--- src/rtl/int_rs_exec.sv ---
// -----------------------------------------------------------------------------
// int_rs_exec
//   Integer reservation station with a single-cycle ALU behind it.
//   Renamed uops are buffered until both source operands are available.
//   Operands become available through dispatch-time status or through CDB tag
//   broadcasts. One ready uop issues per cycle. The issuing uop reads its
//   operands from the PRF over a combinational port. The ALU result and the uop
//   tags are registered onto this unit's CDB lane at the issue edge.
//
//   Timing: a uop accepted at edge N with ready operands issues during cycle
//   N+1. Its result is presented on fu_cdb_* for one cycle after edge N+1.
//
// Configuration macro: INT_RS_AGE_PRIORITY_EN
//   defined   : issue picks the oldest ready entry, tracked by an age matrix
//   undefined : issue picks the lowest-index ready entry
//
// Ports
//   clk, rst          clock; synchronous active-low reset
//   id_*              dispatch handshake and renamed uop fields
//   id_ready          high while at least one entry is free
//   prf_rs*_phy       PRF read addresses of the issuing uop (0 when idle)
//   prf_rs*_value     combinational PRF read data
//   cdb_valid/rd_phy  snooped CDB lanes used for operand wakeup
//   fu_cdb_*          registered result broadcast of this unit
// -----------------------------------------------------------------------------
module int_rs_exec #(
    parameter int RS_DEPTH  = 8,
    parameter int XLEN      = 32,
    parameter int PRF_IDX_W = 6,
    parameter int ROB_IDX_W = 5,
    parameter int CDB_WIDTH = 2
) (
    input  logic                            clk,
    input  logic                            rst,
    // dispatch
    input  logic                            id_valid,
    output logic                            id_ready,
    input  logic [XLEN-1:0]                 id_pc,
    input  logic [3:0]                      id_fu_opcode,
    input  logic                            id_op1_sel,
    input  logic                            id_op2_sel,
    input  logic [PRF_IDX_W-1:0]            id_rd_phy,
    input  logic [PRF_IDX_W-1:0]            id_rs1_phy,
    input  logic [PRF_IDX_W-1:0]            id_rs2_phy,
    input  logic                            id_rs1_valid,
    input  logic                            id_rs2_valid,
    input  logic [XLEN-1:0]                 id_imm,
    input  logic [ROB_IDX_W-1:0]            id_rob_id,
    input  logic [4:0]                      id_rd_arch,
    // PRF read port
    output logic [PRF_IDX_W-1:0]            prf_rs1_phy,
    output logic [PRF_IDX_W-1:0]            prf_rs2_phy,
    input  logic [XLEN-1:0]                 prf_rs1_value,
    input  logic [XLEN-1:0]                 prf_rs2_value,
    // snooped CDB
    input  logic [CDB_WIDTH-1:0]            cdb_valid,
    input  logic [CDB_WIDTH*PRF_IDX_W-1:0]  cdb_rd_phy,
    // result broadcast
    output logic                            fu_cdb_valid,
    output logic [ROB_IDX_W-1:0]            fu_cdb_rob_id,
    output logic [PRF_IDX_W-1:0]            fu_cdb_rd_phy,
    output logic [4:0]                      fu_cdb_rd_arch,
    output logic [XLEN-1:0]                 fu_cdb_rd_value
);

    localparam int IDX_W   = (RS_DEPTH > 1) ? $clog2(RS_DEPTH) : 1;
    localparam int SHAMT_W = $clog2(XLEN);

    localparam logic [3:0] OP_ADD  = 4'd0;
    localparam logic [3:0] OP_SUB  = 4'd1;
    localparam logic [3:0] OP_SLL  = 4'd2;
    localparam logic [3:0] OP_SLT  = 4'd3;
    localparam logic [3:0] OP_SLTU = 4'd4;
    localparam logic [3:0] OP_XOR  = 4'd5;
    localparam logic [3:0] OP_SRL  = 4'd6;
    localparam logic [3:0] OP_SRA  = 4'd7;
    localparam logic [3:0] OP_OR   = 4'd8;
    localparam logic [3:0] OP_AND  = 4'd9;

    // True when any valid CDB lane carries the given tag.
    function automatic logic cdb_hit(
        input logic [CDB_WIDTH-1:0]           vld,
        input logic [CDB_WIDTH*PRF_IDX_W-1:0] tags,
        input logic [PRF_IDX_W-1:0]           tag
    );
        logic hit;
        hit = 1'b0;
        for (int l = 0; l < CDB_WIDTH; l++) begin
            if (vld[l] && (tags[l*PRF_IDX_W +: PRF_IDX_W] == tag)) begin
                hit = 1'b1;
            end
        end
        return hit;
    endfunction

    // Single-cycle integer ALU; unknown opcodes produce zero.
    function automatic logic [XLEN-1:0] alu_op(
        input logic [3:0]      op,
        input logic [XLEN-1:0] a,
        input logic [XLEN-1:0] b
    );
        logic signed [XLEN-1:0] sa;
        logic signed [XLEN-1:0] sb;
        logic [SHAMT_W-1:0]     sh;
        logic [XLEN-1:0]        res;
        sa = a;
        sb = b;
        sh = b[SHAMT_W-1:0];
        case (op)
            OP_ADD:  res = a + b;
            OP_SUB:  res = a - b;
            OP_SLL:  res = a << sh;
            OP_SLT:  res = {{(XLEN-1){1'b0}}, (sa < sb)};
            OP_SLTU: res = {{(XLEN-1){1'b0}}, (a < b)};
            OP_XOR:  res = a ^ b;
            OP_SRL:  res = a >> sh;
            OP_SRA:  res = sa >>> sh;
            OP_OR:   res = a | b;
            OP_AND:  res = a & b;
            default: res = '0;
        endcase
        return res;
    endfunction

    // Entry storage: control bits are reset, payload is only written on dispatch.
    logic [RS_DEPTH-1:0]  ent_valid;
    logic [RS_DEPTH-1:0]  ent_rdy1;
    logic [RS_DEPTH-1:0]  ent_rdy2;
    logic [RS_DEPTH-1:0]  ent_op1_sel;
    logic [RS_DEPTH-1:0]  ent_op2_sel;
    logic [3:0]           ent_op      [RS_DEPTH];
    logic [XLEN-1:0]      ent_pc      [RS_DEPTH];
    logic [XLEN-1:0]      ent_imm     [RS_DEPTH];
    logic [PRF_IDX_W-1:0] ent_rd_phy  [RS_DEPTH];
    logic [PRF_IDX_W-1:0] ent_rs1_phy [RS_DEPTH];
    logic [PRF_IDX_W-1:0] ent_rs2_phy [RS_DEPTH];
    logic [ROB_IDX_W-1:0] ent_rob     [RS_DEPTH];
    logic [4:0]           ent_rd_arch [RS_DEPTH];

    logic             full;
    logic             dispatch;
    logic [IDX_W-1:0] free_idx;
    logic             id_rdy1;
    logic             id_rdy2;

    logic [RS_DEPTH-1:0] rdy_vec_p0;
    logic [RS_DEPTH-1:0] iss_mask_p0;
    logic                iss_vld_p0;
    logic [IDX_W-1:0]    iss_idx_p0;
    logic [XLEN-1:0]     op1_p0;
    logic [XLEN-1:0]     op2_p0;
    logic [XLEN-1:0]     result_p0;

    // ---- dispatch stage ----
    // No credit is given for an entry that issues this cycle, so a full
    // station stays closed until the freed slot is visible.
    assign full     = &ent_valid;
    assign id_ready = !full;
    assign dispatch = id_valid && id_ready;

    always_comb begin
        free_idx = '0;
        for (int i = RS_DEPTH - 1; i >= 0; i--) begin
            if (!ent_valid[i]) begin
                free_idx = IDX_W'(i);
            end
        end
    end

    // An operand is pending only when it comes from a register, is not yet
    // written, and is not the hardwired zero register. A broadcast in the
    // dispatch cycle counts as already written.
    assign id_rdy1 = id_op1_sel || id_rs1_valid || (id_rs1_phy == '0) ||
                     cdb_hit(cdb_valid, cdb_rd_phy, id_rs1_phy);
    assign id_rdy2 = id_op2_sel || id_rs2_valid || (id_rs2_phy == '0) ||
                     cdb_hit(cdb_valid, cdb_rd_phy, id_rs2_phy);

    // ---- issue stage (p0) ----
    assign rdy_vec_p0 = ent_valid & ent_rdy1 & ent_rdy2;

`ifdef INT_RS_AGE_PRIORITY_EN
    // older_than[i] holds the entries dispatched before entry i that were
    // still resident at that time. A reused slot clears its column so that
    // stale history never makes a fresh entry look old.
    logic [RS_DEPTH-1:0] older_than [RS_DEPTH];

    always_ff @(posedge clk) begin
        if (dispatch) begin
            for (int i = 0; i < RS_DEPTH; i++) begin
                older_than[i][free_idx] <= 1'b0;
            end
            older_than[free_idx] <= ent_valid & ~iss_mask_p0;
        end
    end

    always_comb begin
        iss_vld_p0 = 1'b0;
        iss_idx_p0 = '0;
        for (int i = RS_DEPTH - 1; i >= 0; i--) begin
            if (rdy_vec_p0[i] && ((rdy_vec_p0 & older_than[i]) == '0)) begin
                iss_vld_p0 = 1'b1;
                iss_idx_p0 = IDX_W'(i);
            end
        end
    end
`else
    always_comb begin
        iss_vld_p0 = 1'b0;
        iss_idx_p0 = '0;
        for (int i = RS_DEPTH - 1; i >= 0; i--) begin
            if (rdy_vec_p0[i]) begin
                iss_vld_p0 = 1'b1;
                iss_idx_p0 = IDX_W'(i);
            end
        end
    end
`endif

    always_comb begin
        iss_mask_p0 = '0;
        if (iss_vld_p0) begin
            iss_mask_p0[iss_idx_p0] = 1'b1;
        end
    end

    assign prf_rs1_phy = iss_vld_p0 ? ent_rs1_phy[iss_idx_p0] : '0;
    assign prf_rs2_phy = iss_vld_p0 ? ent_rs2_phy[iss_idx_p0] : '0;

    assign op1_p0    = ent_op1_sel[iss_idx_p0] ? ent_pc[iss_idx_p0]  : prf_rs1_value;
    assign op2_p0    = ent_op2_sel[iss_idx_p0] ? ent_imm[iss_idx_p0] : prf_rs2_value;
    assign result_p0 = alu_op(ent_op[iss_idx_p0], op1_p0, op2_p0);

    // ---- result stage (p1): entry state and CDB registers ----
    always_ff @(posedge clk) begin
        if (!rst) begin
            ent_valid       <= '0;
            ent_rdy1        <= '0;
            ent_rdy2        <= '0;
            fu_cdb_valid    <= 1'b0;
            fu_cdb_rob_id   <= '0;
            fu_cdb_rd_phy   <= '0;
            fu_cdb_rd_arch  <= '0;
            fu_cdb_rd_value <= '0;
        end else begin
            for (int i = 0; i < RS_DEPTH; i++) begin
                if (ent_valid[i] && !ent_rdy1[i] &&
                    cdb_hit(cdb_valid, cdb_rd_phy, ent_rs1_phy[i])) begin
                    ent_rdy1[i] <= 1'b1;
                end
                if (ent_valid[i] && !ent_rdy2[i] &&
                    cdb_hit(cdb_valid, cdb_rd_phy, ent_rs2_phy[i])) begin
                    ent_rdy2[i] <= 1'b1;
                end
            end
            if (iss_vld_p0) begin
                ent_valid[iss_idx_p0] <= 1'b0;
            end
            // free_idx is never the issuing slot, so these cannot collide.
            if (dispatch) begin
                ent_valid[free_idx] <= 1'b1;
                ent_rdy1[free_idx]  <= id_rdy1;
                ent_rdy2[free_idx]  <= id_rdy2;
            end
            fu_cdb_valid    <= iss_vld_p0;
            fu_cdb_rob_id   <= iss_vld_p0 ? ent_rob[iss_idx_p0]     : '0;
            fu_cdb_rd_phy   <= iss_vld_p0 ? ent_rd_phy[iss_idx_p0]  : '0;
            fu_cdb_rd_arch  <= iss_vld_p0 ? ent_rd_arch[iss_idx_p0] : '0;
            fu_cdb_rd_value <= iss_vld_p0 ? result_p0               : '0;
        end
    end

    always_ff @(posedge clk) begin
        if (dispatch) begin
            ent_op1_sel[free_idx] <= id_op1_sel;
            ent_op2_sel[free_idx] <= id_op2_sel;
            ent_op[free_idx]      <= id_fu_opcode;
            ent_pc[free_idx]      <= id_pc;
            ent_imm[free_idx]     <= id_imm;
            ent_rd_phy[free_idx]  <= id_rd_phy;
            ent_rs1_phy[free_idx] <= id_rs1_phy;
            ent_rs2_phy[free_idx] <= id_rs2_phy;
            ent_rob[free_idx]     <= id_rob_id;
            ent_rd_arch[free_idx] <= id_rd_arch;
        end
    end

endmodule

--- config.mk ---
export PLATFORM = sky130hd
export DESIGN_NAME = int_rs_exec
export DESIGN_NICKNAME = d
export VERILOG_FILES = /design/src/rtl/int_rs_exec.sv
export SDC_FILE = /design/constraint.sdc
export NUM_CORES = 2
export LEC_CHECK = 0
export BUFFER_PORTS_ARGS = -buffer_cell sky130_fd_sc_hd__buf_2
export CORE_MARGIN = 5
export CORE_UTILIZATION = 49
export CTS_CLUSTER_DIAMETER = 100
export DETAILED_ROUTE_END_ITERATION = 7
export GPL_TIMING_DRIVEN = 0
export PLACE_DENSITY = 0.68
export REMOVE_ABC_BUFFERS = 1
export SKIP_CTS_REPAIR_TIMING = 1
export SYNTH_ARGS = -nofsm -noshare
export SYNTH_HDL_FRONTEND = slang
export SYNTH_SLANG_ARGS = --single-unit
--- constraint.sdc ---
create_clock -name clk -period 28.4 [get_ports clk]
set_clock_uncertainty 0.2 [all_clocks]
set_input_delay 0 -clock clk [delete_from_list [all_inputs] [get_ports clk]]
set_output_delay 0 -clock clk [all_outputs]
set_load 0.005 [all_outputs]
# Word level (Yosys, flattened, before mapping)
# Memories as Yosys holds them, arrays and structs flattened. A register that Yosys moved wholly into a read port is not among the register bits.
# Index checks and enable logic that the tools add are counted.
# op_classes
n_lt_le_gt_ge,6
add_sub_neg,2
muxes,132
shift,3
reduce_logical,102
bitwise_logic,8
eq_ne,45
# ops
operator,count
32-bit case mux with 10 select lines,1
6-bit equality test,36
1-bit 2-to-1 mux,98
1-bit logical AND,71
32-bit < comparator,2
32-bit 2-to-1 mux,2
3-bit 2-to-1 mux,16
8-bit 2-to-1 mux,5
32-bit adder,1
32-bit bitwise AND,1
8-bit bitwise mux,4
32-bit bitwise OR,1
32-bit by 5-bit << shifter with 32-bit output,1
32-bit by 5-bit >> shifter with 32-bit output,1
32-bit by 5-bit >>> shifter with 32-bit output,1
32-bit subtractor,1
32-bit bitwise XOR,1
8-bit bitwise AND,3
1-bit logical NOT,20
"4-bit by 3-bit equality test with 1-bit output, second input constant",4
6-bit logical NOT,2
6-bit 2-to-1 mux,2
"4-bit by 2-bit equality test with 1-bit output, second input constant",2
"4-bit equality test, second input constant",2
other kinds (11),20
# word_totals
register_bits,73
mem_count,8
input_bits,181
ram_bits,768
# mem_list
name,depth,word_bits,rd,rd_ports_with_merged_regs,wr,line,text
ent_imm,8,32,1,0,1,133,logic [XLEN-1:0] ent_imm [RS_DEPTH];
ent_pc,8,32,1,0,1,132,logic [XLEN-1:0] ent_pc [RS_DEPTH];
ent_rd_phy,8,6,1,1,1,134,logic [PRF_IDX_W-1:0] ent_rd_phy [RS_DEPTH];
ent_rs1_phy,8,6,9,0,1,135,logic [PRF_IDX_W-1:0] ent_rs1_phy [RS_DEPTH];
ent_rs2_phy,8,6,9,0,1,136,logic [PRF_IDX_W-1:0] ent_rs2_phy [RS_DEPTH];
ent_rd_arch,8,5,1,1,1,138,logic [4:0] ent_rd_arch [RS_DEPTH];
2 more memories,--,--,--,--,--,--,

# Longest topological paths before layout
# logic_depth
word_depth,20
depth_mapped,31
ltp_nobuf,24

# Worst setup path before layout
# OpenSTA, ideal clock, no wires.
# synth_timing
kind,register to register
start,register ent_valid[0]
end,register ent_rdy1[2]
required_ns,27.692
arrival_ns,8.797
setup_ns,0.508
path_stages_with_launch,5
slack_ns,18.895
n_path_buf,1
cell_sequence,dfxtp_1 clkbuf_1 nand2_1 nor3b_1 a221oi_1
# synth_between
elab_chain_cells,7
# synth_lines
item,line,text
"start, declared",126,logic [RS_DEPTH-1:0] ent_valid;
"start signal, assigned",236,ent_valid <= '0;
"start signal, assigned by index",256,ent_valid[iss_idx_p0] <= 1'b0;
"start signal, assigned by index",260,ent_valid[free_idx] <= 1'b1;
3-bit 2-to-1 mux,164,if (!ent_valid[i]) begin
3-bit by 4-bit < comparator with 1-bit output (implied by the code) / 3-bit by 1-bit >= comparator with 1-bit output (equally long branches),261,ent_rdy1[free_idx] <= id_rdy1;
1-bit logical AND (implied by the code),261,
1-bit 2-to-1 mux (implied by the code),261,
1-bit demux with 3-bit select,261,
8-bit bitwise mux,261,
8-bit 2-to-1 mux *,259,if (dispatch) begin
"end signal, assigned by index",261,
"end, declared",127,logic [RS_DEPTH-1:0] ent_rdy1;
# Mark *: on every way between the ends. The rest lies on a longest branch, timed or not.
# A chain may end at the register's enable or synchronous reset.

# Worst setup path after layout
# layout_timing
start,register ent_valid[3]
end,register fu_cdb_rd_value[31]
# layout_between
elab_chain_cells,11
# layout_lines
item,line,text
8-bit bitwise AND * (2 in series),179,assign rdy_vec_p0 = ent_valid & ent_rdy1 & ent_rdy2;
3-bit 2-to-1 mux (4 in series),211,if (rdy_vec_p0[i]) begin
"1-bit binary-select mux with 3-bit select, on equally long branches","229, 230",
"1-bit 2-to-1 mux, on equally long branches","229, 230",
"32-bit 2-to-1 mux, on equally long branches","229, 230",
"32-bit subtractor, or another cell as far along",111,OP_SUB: res = a - b;
32-bit case mux with 10 select lines,109,case (op)
"end signal, assigned",268,fu_cdb_rd_value <= iss_vld_p0 ? result_p0 : '0;
"end, declared",63,output logic [XLEN-1:0] fu_cdb_rd_value
# Mark *: on every way between the ends. The rest lies on a longest branch, timed or not. The select of a mux whose other input is x is not followed.

==> impl_metrics.json <==
{
  "status": "finished, violations left",
  "violations": "negative hold slack, max-capacitance violations, max-slew violations",
  "grt_pass1_vias": 32200,
  "dr_total_vias": 34600,
  "use_met2_pct": 47.0,
  "rr_endpoint": "fu_cdb_rd_value[31]",
  "crit_fanout": 97,
  "synth_edf_count": 784,
  "hpwl_um": 101000,
  "seq_area_frac_synth_pct": 57.1,
  "slew_violations": 17,
  "setup_viol": 0,
  "hold_path_depth": 2,
  "drc_errors": 0,
  "synth-seq-cells": 857,
  "insertion_delay_ps": 700,
  "hp-class": "in -> reg",
  "whs_endpoint": "ent_imm[4][15]",
  "max-slew-margin-rel_pct": -1.08,
  "postRouteAntennaNets": 0,
  "p_leak_uw": 0.0185,
  "cts_sinks": 857,
  "grt_pass1_wl_um": 213000,
  "fin_crit_ps": 10550,
  "ys.flop_type": "edfxtp_1",
  "gr-usage-all-layers_pct": 29.7,
  "synth_area_mm2": 0.0438,
  "start_util_pct": 49.4,
  "first_iter_violations": 3941,
  "max_freq_mhz": 94.8,
  "drive_gt1_share_pct": 14.0,
  "area_delta_synth_final_pct": 18.7,
  "final.period_utilization_pct": 37.1,
  "avgViaCountPerCell": 6.35,
  "path_class": "reg -> reg",
  "numCtsBuffers": 91,
  "fin_cells": 5441,
  "postSynth.asyncResetShare_pct": 0,
  "place_congestion": 1.03,
  "die_x_um": 309,
  "powerDensity_mw_per_mm2": 56.9,
  "reg2regPathDepth": 22,
  "met1_usage_pct": 40.8,
  "final_nets": 4474,
  "grt_busiest_layer": "met2",
  "cts_tree": "done",
  "finalWirelength_um": 147000,
  "grt_start_max_net_pins": 98,
  "cp.arrival_ps": 10840,
  "yosysUniqueCellTypes": 99,
  "path_clk_slew_ps": 60,
  "numPortBuffers": 242,
  "fill_cells": 7230,
  "rows": 109,
  "use_met3_pct": 5.38,
  "critPathCaptureType": "flip-flop",
  "cp-start-kind": "flip-flop",
  "dr.pass1.iters": 8,
  "crit_required_ps": 28690,
  "wl_per_cell_um": 27.1,
  "antenna_found_initial": 13,
  "hold_viol": 33,
  "placed_area_mm2": 0.0471,
  "dieHeight_um": 309,
  "holdWs_ps": -28.3,
  "global_route.overflow_total": 0,
  "ctsLongestPathBuffers": 3,
  "avgSynthCellArea_um2": 11.4,
  "holdCritStartpoint": "id_imm[15]",
  "ioPinCount": 243,
  "ir_drop_mv": 0.0466,
  "fin_area_mm2": 0.0519,
  "syn_inst": 3838,
  "worst_pin_slew_ps": 1510,
  "core_mm2": 0.0885,
  "r2r-start": "ent_valid[3]",
  "cap_violations": 1,
  "dp.cells": 5080,
  "tns_ps": 0,
  "cts-root-buf": "clkbuf_16",
  "fp.dieArea_mm2": 0.0954,
  "yosysWarnings": 0,
  "rsz0062_at_grt": "false",
  "h-tree-depth": 3,
  "rrSetupSlack_ps": 17850
}
-- state kept, by name, summed over array words and instances (netlist names), 32 cells and up --
register and flops:
ent_op 32, ent_rd_arch 40, ent_imm 256, ent_rs1_phy 48
fu_cdb_rd_value 32, ent_rob 40, ent_rd_phy 48, ent_rs2_phy 48
ent_pc 256
-- cells in the mapped netlist (all sizes together) (9+ instances only) --
cell type  count  area share (%)
edfxtp       784              54
nand2        425             3.7
nor2         269             2.3
o21ai        192             2.2
a21oi        173             2.0
clkbuf       163             1.4
xnor2        149             3.0
mux2i        135             3.3
nand3        130             1.5
inv          120             1.0
ha            97             2.8
buf           96             1.2
xor2          88             1.8
o22ai         80             1.1
dfxtp         73             3.3
a31oi         72             1.0
o211ai        72             1.2
a211oi        63             1.1
nor3          61            0.72
a21o          54            0.94
a221oi        51             1.0
nand4         47            0.71
o221ai        44            0.91
mux2          40             1.1
and3          34            0.49
a311oi        33            0.66
nor4          27            0.39
a222oi        17            0.39
o22a          16            0.32
or4           15            0.26
nor2b         14            0.20
o21a          14            0.24
o21bai        14            0.24
a22oi         12            0.21
a221o         11            0.25
a32o          11            0.25
nand2b        11            0.16
a32oi         10            0.20
or3            9            0.13
-- layer usage --
layer  vias to the layer above  share of wire [%]
li1                      15300                  -
met1                     17000                 40
met2                      1853                 46
met3                       334                9.1
met4                         6                4.4
met5                         -              0.028
-- placed cells by master (no fill, tap or decap), types with 37 or more instances in the layout --
cell / Yosys / routed
edfxtp_1: 784 / 784
nand2_1: 424 / 417
nor2_1: 265 / 253
buf_2: 50 / 242
dlygate4sd3_1: 0 / 186
o21ai_0: 176 / 176
a21oi_1: 170 / 169
xnor2_1: 149 / 149
nand3_1: 130 / 128
mux2i_1: 118 / 118
inv_1: 116 / 115
ha_1: 97 / 97
clkbuf_16: 0 / 92
xor2_1: 88 / 88
o22ai_1: 80 / 80
dfxtp_1: 73 / 73
a31oi_1: 72 / 72
o211ai_1: 71 / 71
a211oi_1: 62 / 62
nor3_1: 60 / 57
a21o_1: 53 / 53
a221oi_1: 49 / 49
nand4_1: 46 / 46
o221ai_1: 42 / 42
buf_12: 0 / 37
-- where the power goes --
group          switching (µW)  internal (µW)
sequential               6.89           1400
clock                     496            656
combinational             256            142
total                     759           2190
-- critical path, stage by stage (launching register included) --
cell and delay, ps:
dfxtp_1 560, nand3_1 350, a21oi_4 330, a21o_4 710, nand2_8 370, buf_16 360, a211oi_2 590, or2_4 780
o21a_1 1090, inv_1 1010, ha_1 590, nor3_1 260, a31oi_1 190, o2111ai_1 300, a31oi_1 250, a21o_1 230
a21o_1 210, a221oi_1 540, o311ai_0 290, a21oi_1 250, xnor2_1 150, a21oi_1 90, a31oi_1 530
-- cells by family after synthesis --
kind of cell,Yosys count,synth area share (%)
AND/OR/NAND/NOR,1063,10.8
adder cells (fa/ha/maj),99,2.86
AO/OA/AOI/OAI,1028,16.4
multiplexers,175,4.40
flip-flops,857,57.1
buffers and inverters,379,3.67
XOR/XNOR,237,4.74
-- per-stage QoR --
| step | total power, µW | setup slack [ps] | utilization [%] |
|---|---|---|---|
| floorplan | 1650 | 18490 | - |
| global placement | 1790 | 5660 | 51.2 |
| detailed placement | 1790 | 18130 | 53.3 |
| CTS | 2930 | 18090 | 56.6 |
| global route | 3050 | 17480 | 58.7 |
| finish | 2950 | 17850 | 58.7 |
-- layout make-up --
type / instances / area, µm² / area share, %
tap: 1165 / 1460 / 2.81
clock buffer: 120 / 2440 / 4.69
clock inverter: 49 / 485 / 0.935
inverter: 120 / 453 / 0.872
multi-input combinational: 2602 / 17400 / 33.4
antenna: 6 / 15.0 / 0.0289
timing repair buffer: 522 / 4730 / 9.11
sequential: 857 / 25000 / 48.1
-- worst max path at each step --
stage | startpoint | end | slack (ps) | cells after the start
floorplan | ent_valid[3] | fu_cdb_rd_value[22] | 18490 | 12
global placement | ent_valid[4] | fu_cdb_rd_value[27] | 5660 | 11
detailed placement | ent_valid[3] | fu_cdb_rd_value[31] | 18130 | 22
CTS | ent_valid[3] | fu_cdb_rd_value[31] | 18090 | 22
global route | ent_valid[3] | fu_cdb_rd_value[31] | 17480 | 22
finish | ent_valid[3] | fu_cdb_rd_value[31] | 17850 | 22
No activity file was read; power rests on OpenSTA's default activity.
